$ cat src/rtl/ex_103_pkg.sv
// Shared types and constants for the vector sequencer and the AND test-vector block.
package ex_103_pkg;

    localparam int DEFAULT_WIDTH = 9;

    typedef enum logic [1:0] {
        IDLE = 2'd0,
        RUN  = 2'd1,
        DONE = 2'd2
    } state_t;

endpackage

$ cat src/rtl/ex_103_vector_ram.sv
// Operand-pair table: one synchronous write port and one synchronous read port.
// Reset only clears the read register; the stored table survives reset.
module ex_103_vector_ram #(
    parameter  int WIDTH = 9,
    parameter  int DEPTH = 8,
    localparam int AW    = $clog2(DEPTH)
) (
    input  logic               clk,
    input  logic               rst,
    input  logic               wr_en,
    input  logic [AW-1:0]      wr_addr,
    input  logic [2*WIDTH-1:0] wr_data,
    input  logic               rd_en,
    input  logic [AW-1:0]      rd_addr,
    output logic [2*WIDTH-1:0] rd_data
);

    logic [2*WIDTH-1:0] mem [DEPTH];

    always_ff @(posedge clk) begin
        if (wr_en) begin
            mem[wr_addr] <= wr_data;
        end
    end

    // Read and write share an edge, so a same-address access returns the old word.
    always_ff @(posedge clk or posedge rst) begin
        if (rst) begin
            rd_data <= '0;
        end else if (rd_en) begin
            rd_data <= mem[rd_addr];
        end
    end

endmodule

$ cat src/rtl/ex_103_vector_sequencer.sv
// Plays a writable table of (a, b) operand pairs, each held HOLD_CYCLES clocks,
// with start/stop control, optional looping and a completion pulse.
module ex_103_vector_sequencer
    import ex_103_pkg::*;
#(
    parameter  int WIDTH       = DEFAULT_WIDTH,
    parameter  int DEPTH       = 8,
    parameter  int HOLD_CYCLES = 50,
    localparam int AW          = $clog2(DEPTH)
) (
    input  logic             clk,
    input  logic             rst,
    input  logic             wr_en,
    input  logic [AW-1:0]    wr_addr,
    input  logic [WIDTH-1:0] wr_a,
    input  logic [WIDTH-1:0] wr_b,
    input  logic [AW:0]      num_vec,
    input  logic             loop_en,
    input  logic             start,
    input  logic             stop,
    output logic [WIDTH-1:0] a_out,
    output logic [WIDTH-1:0] b_out,
    output logic [AW-1:0]    vec_idx,
    output logic             vec_strobe,
    output logic             vec_valid,
    output logic             busy,
    output logic             done,
    output logic             err
);

    localparam int CW = (HOLD_CYCLES > 1) ? $clog2(HOLD_CYCLES) : 1;

    state_t        state;
    logic [CW-1:0] hold_cnt;
    logic [AW:0]   num_lat;

    logic          num_ok;
    logic          hold_last;
    logic          vec_last;
    logic          load;
    logic [AW-1:0] load_addr;
    logic [2*WIDTH-1:0] rd_data;

    assign num_ok    = (num_vec != '0) && (num_vec <= (AW+1)'(DEPTH));
    assign hold_last = (hold_cnt == CW'(HOLD_CYCLES - 1));
    assign vec_last  = ({1'b0, vec_idx} == (num_lat - (AW+1)'(1)));

    // The read register of the table is the a_out/b_out register; it only
    // captures on load edges, so the outputs hold through stop and DONE.
    always_comb begin
        load      = 1'b0;
        load_addr = '0;
        case (state)
            IDLE: load = start && !stop && num_ok;
            RUN: begin
                if (!stop && hold_last) begin
                    if (!vec_last) begin
                        load      = 1'b1;
                        load_addr = vec_idx + AW'(1);
                    end else begin
                        load = loop_en;
                    end
                end
            end
            default: ;
        endcase
    end

    ex_103_vector_ram #(
        .WIDTH (WIDTH),
        .DEPTH (DEPTH)
    ) u_ram (
        .clk     (clk),
        .rst     (rst),
        .wr_en   (wr_en),
        .wr_addr (wr_addr),
        .wr_data ({wr_a, wr_b}),
        .rd_en   (load),
        .rd_addr (load_addr),
        .rd_data (rd_data)
    );

    assign a_out = rd_data[2*WIDTH-1:WIDTH];
    assign b_out = rd_data[WIDTH-1:0];

    always_ff @(posedge clk or posedge rst) begin
        if (rst) begin
            state      <= IDLE;
            hold_cnt   <= '0;
            num_lat    <= '0;
            vec_idx    <= '0;
            vec_strobe <= 1'b0;
            vec_valid  <= 1'b0;
            busy       <= 1'b0;
            done       <= 1'b0;
            err        <= 1'b0;
        end else begin
            vec_strobe <= 1'b0;
            done       <= 1'b0;
            err        <= 1'b0;
            case (state)
                IDLE: begin
                    if (start && !stop) begin
                        if (num_ok) begin
                            num_lat    <= num_vec;
                            vec_idx    <= '0;
                            hold_cnt   <= '0;
                            vec_strobe <= 1'b1;
                            vec_valid  <= 1'b1;
                            busy       <= 1'b1;
                            state      <= RUN;
                        end else begin
                            err <= 1'b1;
                        end
                    end
                end
                RUN: begin
                    if (stop) begin
                        vec_valid <= 1'b0;
                        busy      <= 1'b0;
                        state     <= IDLE;
                    end else if (hold_last) begin
                        hold_cnt <= '0;
                        if (!vec_last) begin
                            vec_idx    <= load_addr;
                            vec_strobe <= 1'b1;
                        end else if (loop_en) begin
                            vec_idx    <= '0;
                            vec_strobe <= 1'b1;
                        end else begin
                            vec_valid <= 1'b0;
                            busy      <= 1'b0;
                            done      <= 1'b1;
                            state     <= DONE;
                        end
                    end else begin
                        hold_cnt <= hold_cnt + CW'(1);
                    end
                end
                DONE: begin
                    state <= IDLE;
                end
                default: begin
                    state <= IDLE;
                end
            endcase
        end
    end

endmodule

$ cat config.mk
export PLATFORM = sky130hd
export DESIGN_NAME = ex_103_vector_sequencer
export DESIGN_NICKNAME = d
export VERILOG_FILES = /design/src/rtl/ex_103_pkg.sv /design/src/rtl/ex_103_vector_ram.sv /design/src/rtl/ex_103_vector_sequencer.sv
export SDC_FILE = /design/constraint.sdc
export NUM_CORES = 1
export LEC_CHECK = 0
export ABC_AREA = 1
export BUFFER_PORTS_ARGS = -buffer_cell sky130_fd_sc_hd__clkbuf_2
export CORE_ASPECT_RATIO = 0.5
export CORE_MARGIN = 3
export CORE_UTILIZATION = 44
export CTS_CLUSTER_DIAMETER = 30
export CTS_CLUSTER_SIZE = 20
export DETAILED_ROUTE_END_ITERATION = 6
export PLACE_DENSITY = 0.64
export SLEW_MARGIN = 0
export SYNTH_ARGS = -nofsm -noshare
export SYNTH_HDL_FRONTEND = slang
export SYNTH_SLANG_ARGS = --single-unit
$ cat constraint.sdc
create_clock -name clk -period 2.3 [get_ports clk]
set_input_delay 0.115 -clock clk [delete_from_list [all_inputs] [get_ports clk]]
set_output_delay 0.115 -clock clk [all_outputs]
set_load 0.005 [all_outputs]
==> flow_summary_export.csv <==
group,metric,value,unit
status,status,"completed",
die,row_count,34,
clock_network,clk_pin_slew,70,ps
place,placed_area,0.00867,mm²
min_path,worstHoldEndpoint,"u_ram.mem[4][6]",
die,dieWidth,197,µm
synthesis,synth.distinct_cells,31,
place,dpl_worst_slack,99.2,ps
synthesis,synth.avg_cell_area,10.1,µm²
sta,max_slew_margin,64.1,%
clock_network,insertion_delay,430,ps
global_routing,overflow,0,
place,hpwl,11000,µm
critical_path,path_class,"reg2reg",
synthesis,yosys_register_bits,181,
place,portBuffers,56,
global_routing,grt_antenna_before_repair,0,
synthesis,synth_top_area_share,54.0,%
clock_network,root_buffer,"clkbuf_16",
sta,setup_tns,0,ps
min_path,worstHoldPathCells,1,
die,design.core.area,0.0176,mm²
synthesis,synth_top_area_cell,"edfxtp_1",
cells_and_area,fin_area,0.00958,mm²
global_routing,grt_pass1_wl,29800,µm
drt,viasPerCell,5.16,
clock_network,cts-htree-levels,4,
sta,slew_viol_final,0,
drt,drc,0,
critical_path,reg2reg_slack,120,ps
place,post-place-cells,1072,
sta,setup_ws,123,ps
sta,skew,14.6,ps
global_routing,grt.total_usage,19.6,%
clock_network,cts_tree,"built",
pwr,ir_worst_vdd,0.548,mV
drt,totalWireLength,20000,µm
clock_network,cts_num_sinks,181,
die,die-area,0.0199,mm²
drt,wl_per_cell,17.6,µm
sta,fin_crit,2180,ps
cells_and_area,fin_cells,1133,
pwr,powerDensity,841,mW/mm²
die,ios,57,
critical_path,r2r_cells,11,
synthesis,synth_area,0.00800,mm²
clock_network,cts_buffer_depth,2,
die,fp.dieH,101,µm
place,gp_congestion,0.768,
synthesis,synthCells,792,
synthesis,synth_ff_type,"edfxtp_1",
drt,dr.pass1.iters,5,
cells_and_area,final_common_cell,"nand3_1",
clock_network,cts_made_buffers,17,
critical_path,crit_path_end_kind,"flip-flop",
sta,timing.fmax,459,MHz
synthesis,async_reset_ff_share,20.4,%
synthesis,seq_area_frac_synth,65.6,%
global_routing,grt_pass1_vias,5419,
cells_and_area,most-common-layout-cells,"187 x nand3_1, 159 x inv_1, 148 x nand2_1",
cells_and_area,syn2layout_area_growth,19.8,%
cells_and_area,drive_above_1_share,15.2,%
critical_path,start_kind,"flip-flop",
sta,finalSetupViolCount,0,
critical_path,cpMostUsedCell,"nand3_1",
critical_path,crit_fanout,36,
synthesis,synth_nets,827,
drt,drt_iter0_markers,574,
sta,tightest_slew,539,ps
cells_and_area,fillers,1530,
cells_and_area,nets,921,
synthesis,synth_area_leaders,"edfxtp_1 54%, nand3_1 12%, dfrtp_1 12%",
job,cap_violations,0,
min_path,hold_class,"in2reg",
critical_path,crit_chain,"inv_1 > ha_1 > nand3_1 > nor3_4 > buf_4 > buf_6 > nand3_1 > nand3_1 > nand3_1 > nand3_1 > nand2_1",
critical_path,arrival,2500,ps
die,initial_utilization,45.4,%
pwr,p_leak,4.34,nW
critical_path,slowest_delay,400,ps
sta,hold_viol,0,
global_routing,grt_max_degree,74,
synthesis,synth_edf_count,144,
min_path,min-delay-start,"wr_b[6]",
drt,postRouteAntennaNets,0,
drt,vias,5844,
synthesis,synthesis.yosys.warnings,0,
cells_and_area,multi_input_area,0.00203,mm²
critical_path,cp.required,2620,ps
critical_path,worstReg2RegStart,"hold_cnt[1]",
critical_path,r2r-end,"u_ram.rd_data[15]",
critical_path,slowest_stage,"dfrtp_1",
cells_and_area,regArea,0.00525,mm²
sta,period_share,94.7,%
cells_and_area,num_antenna_cells,0,
cells_and_area,final_util,54.4,%
[registers in the layout (all words and copies together), names as in the netlist]
signal and flops:
u_ram.mem 144, busy 1, done 1, u_ram.rd_data 18
err 1, hold_cnt 6, vec_idx 3, num_lat 4
vec_strobe 1, state 2
[how the worst max path moves through the flow]
stage | startpoint | to | slack [ps] | cells past startpoint
after floorplan | num_lat[0] | u_ram.rd_data[7] | 360 | 13
after global placement | num_lat[0] | u_ram.rd_data[0] | 170 | 14
after detailed placement | num_lat[0] | u_ram.rd_data[1] | 100 | 13
after CTS | num_lat[0] | u_ram.rd_data[1] | 100 | 13
after global routing | num_lat[0] | u_ram.rd_data[11] | -10 | 13
final | hold_cnt[1] | u_ram.rd_data[15] | 120 | 11
[per-layer routing]
layer  vias to the layer above  global-route usage, %  part of all wire [%]
li1                       2788                      -                     -
met5                         -                      0                     0
met4                         0                   4.60                  0.61
met1                      2807                   28.9                    47
met3                        11                   3.12                   8.1
met2                       238                   30.9                    45
[worst max-delay path: cells and delay by family, from the launching register on]
family | cells | cell delay [ps]
buffers and inverters | 3 | 570
and+or+nand+nor | 7 | 950
adders and majority gates | 1 | 150
DFF | 1 | 400
[area by class of cell]
cell class	count	area share, %
repair buffers	110	8.77
clock buffers	18	4.48
multi-input cells	413	21.1
flip-flops and latches	181	54.8
clock inverters	14	1.37
well taps	234	3.05
inverters	163	6.41
[repair_timing]
| item | 4_1_cts | 5_1_grt |
|---|---|---|
| setup endpoints to repair | 0 | 18 |
| buffers inserted | 0 | 2 |
| endpoints found under the hold margin | 170 | 0 |
| resized for setup | 0 | 8 |
| hold buffers | 23 | 0 |
[logic make-up (layout without fill, tap and decap cells)]
| family | count (synthesis) | after routing | synth area share (%) |
|---|---|---|---|
| XOR/XNOR | 2 | 2 | 0.219 |
| AO/OA/AOI/OAI | 18 | 18 | 1.24 |
| flip-flops | 181 | 181 | 65.6 |
| AND/OR/NAND/NOR | 389 | 389 | 22.6 |
| buffers and inverters | 198 | 305 | 9.69 |
| adder cells (fa/ha/maj) | 4 | 4 | 0.625 |
[synth_stat cells (all sizes together), types with 2 or more instances]
library cell and n:
inv 162, buf 28, ha 4, xor2 2, o21ai 12, clkbuf 7
nor3 7, nand3b 19, dfrtp 37, nand3 188, edfxtp 144, nor2 20
a21oi 2, nand2 151
[per-stage QoR]
| stage | total power [mW] | hold slack [ps] |
|---|---|---|
| 2_1_floorplan | 4.75 | 188 |
| 3_3_place_gp | 5.25 | 262 |
| 3_5_place_dp | 5.29 | 267 |
| 4_1_cts | 8.08 | 5.07 |
| 5_1_grt | 8.41 | 11.8 |
| 6_report | 8.06 | 10.5 |
[where the power goes]
group	switching, mW	leakage [nW]	internal, mW
combinational	0.782	2.28	0.430
clock	1.34	0.279	1.44
sequential	0.233	1.79	3.84
total	2.35	4.34	5.71
(Power assumes the default switching activity.)
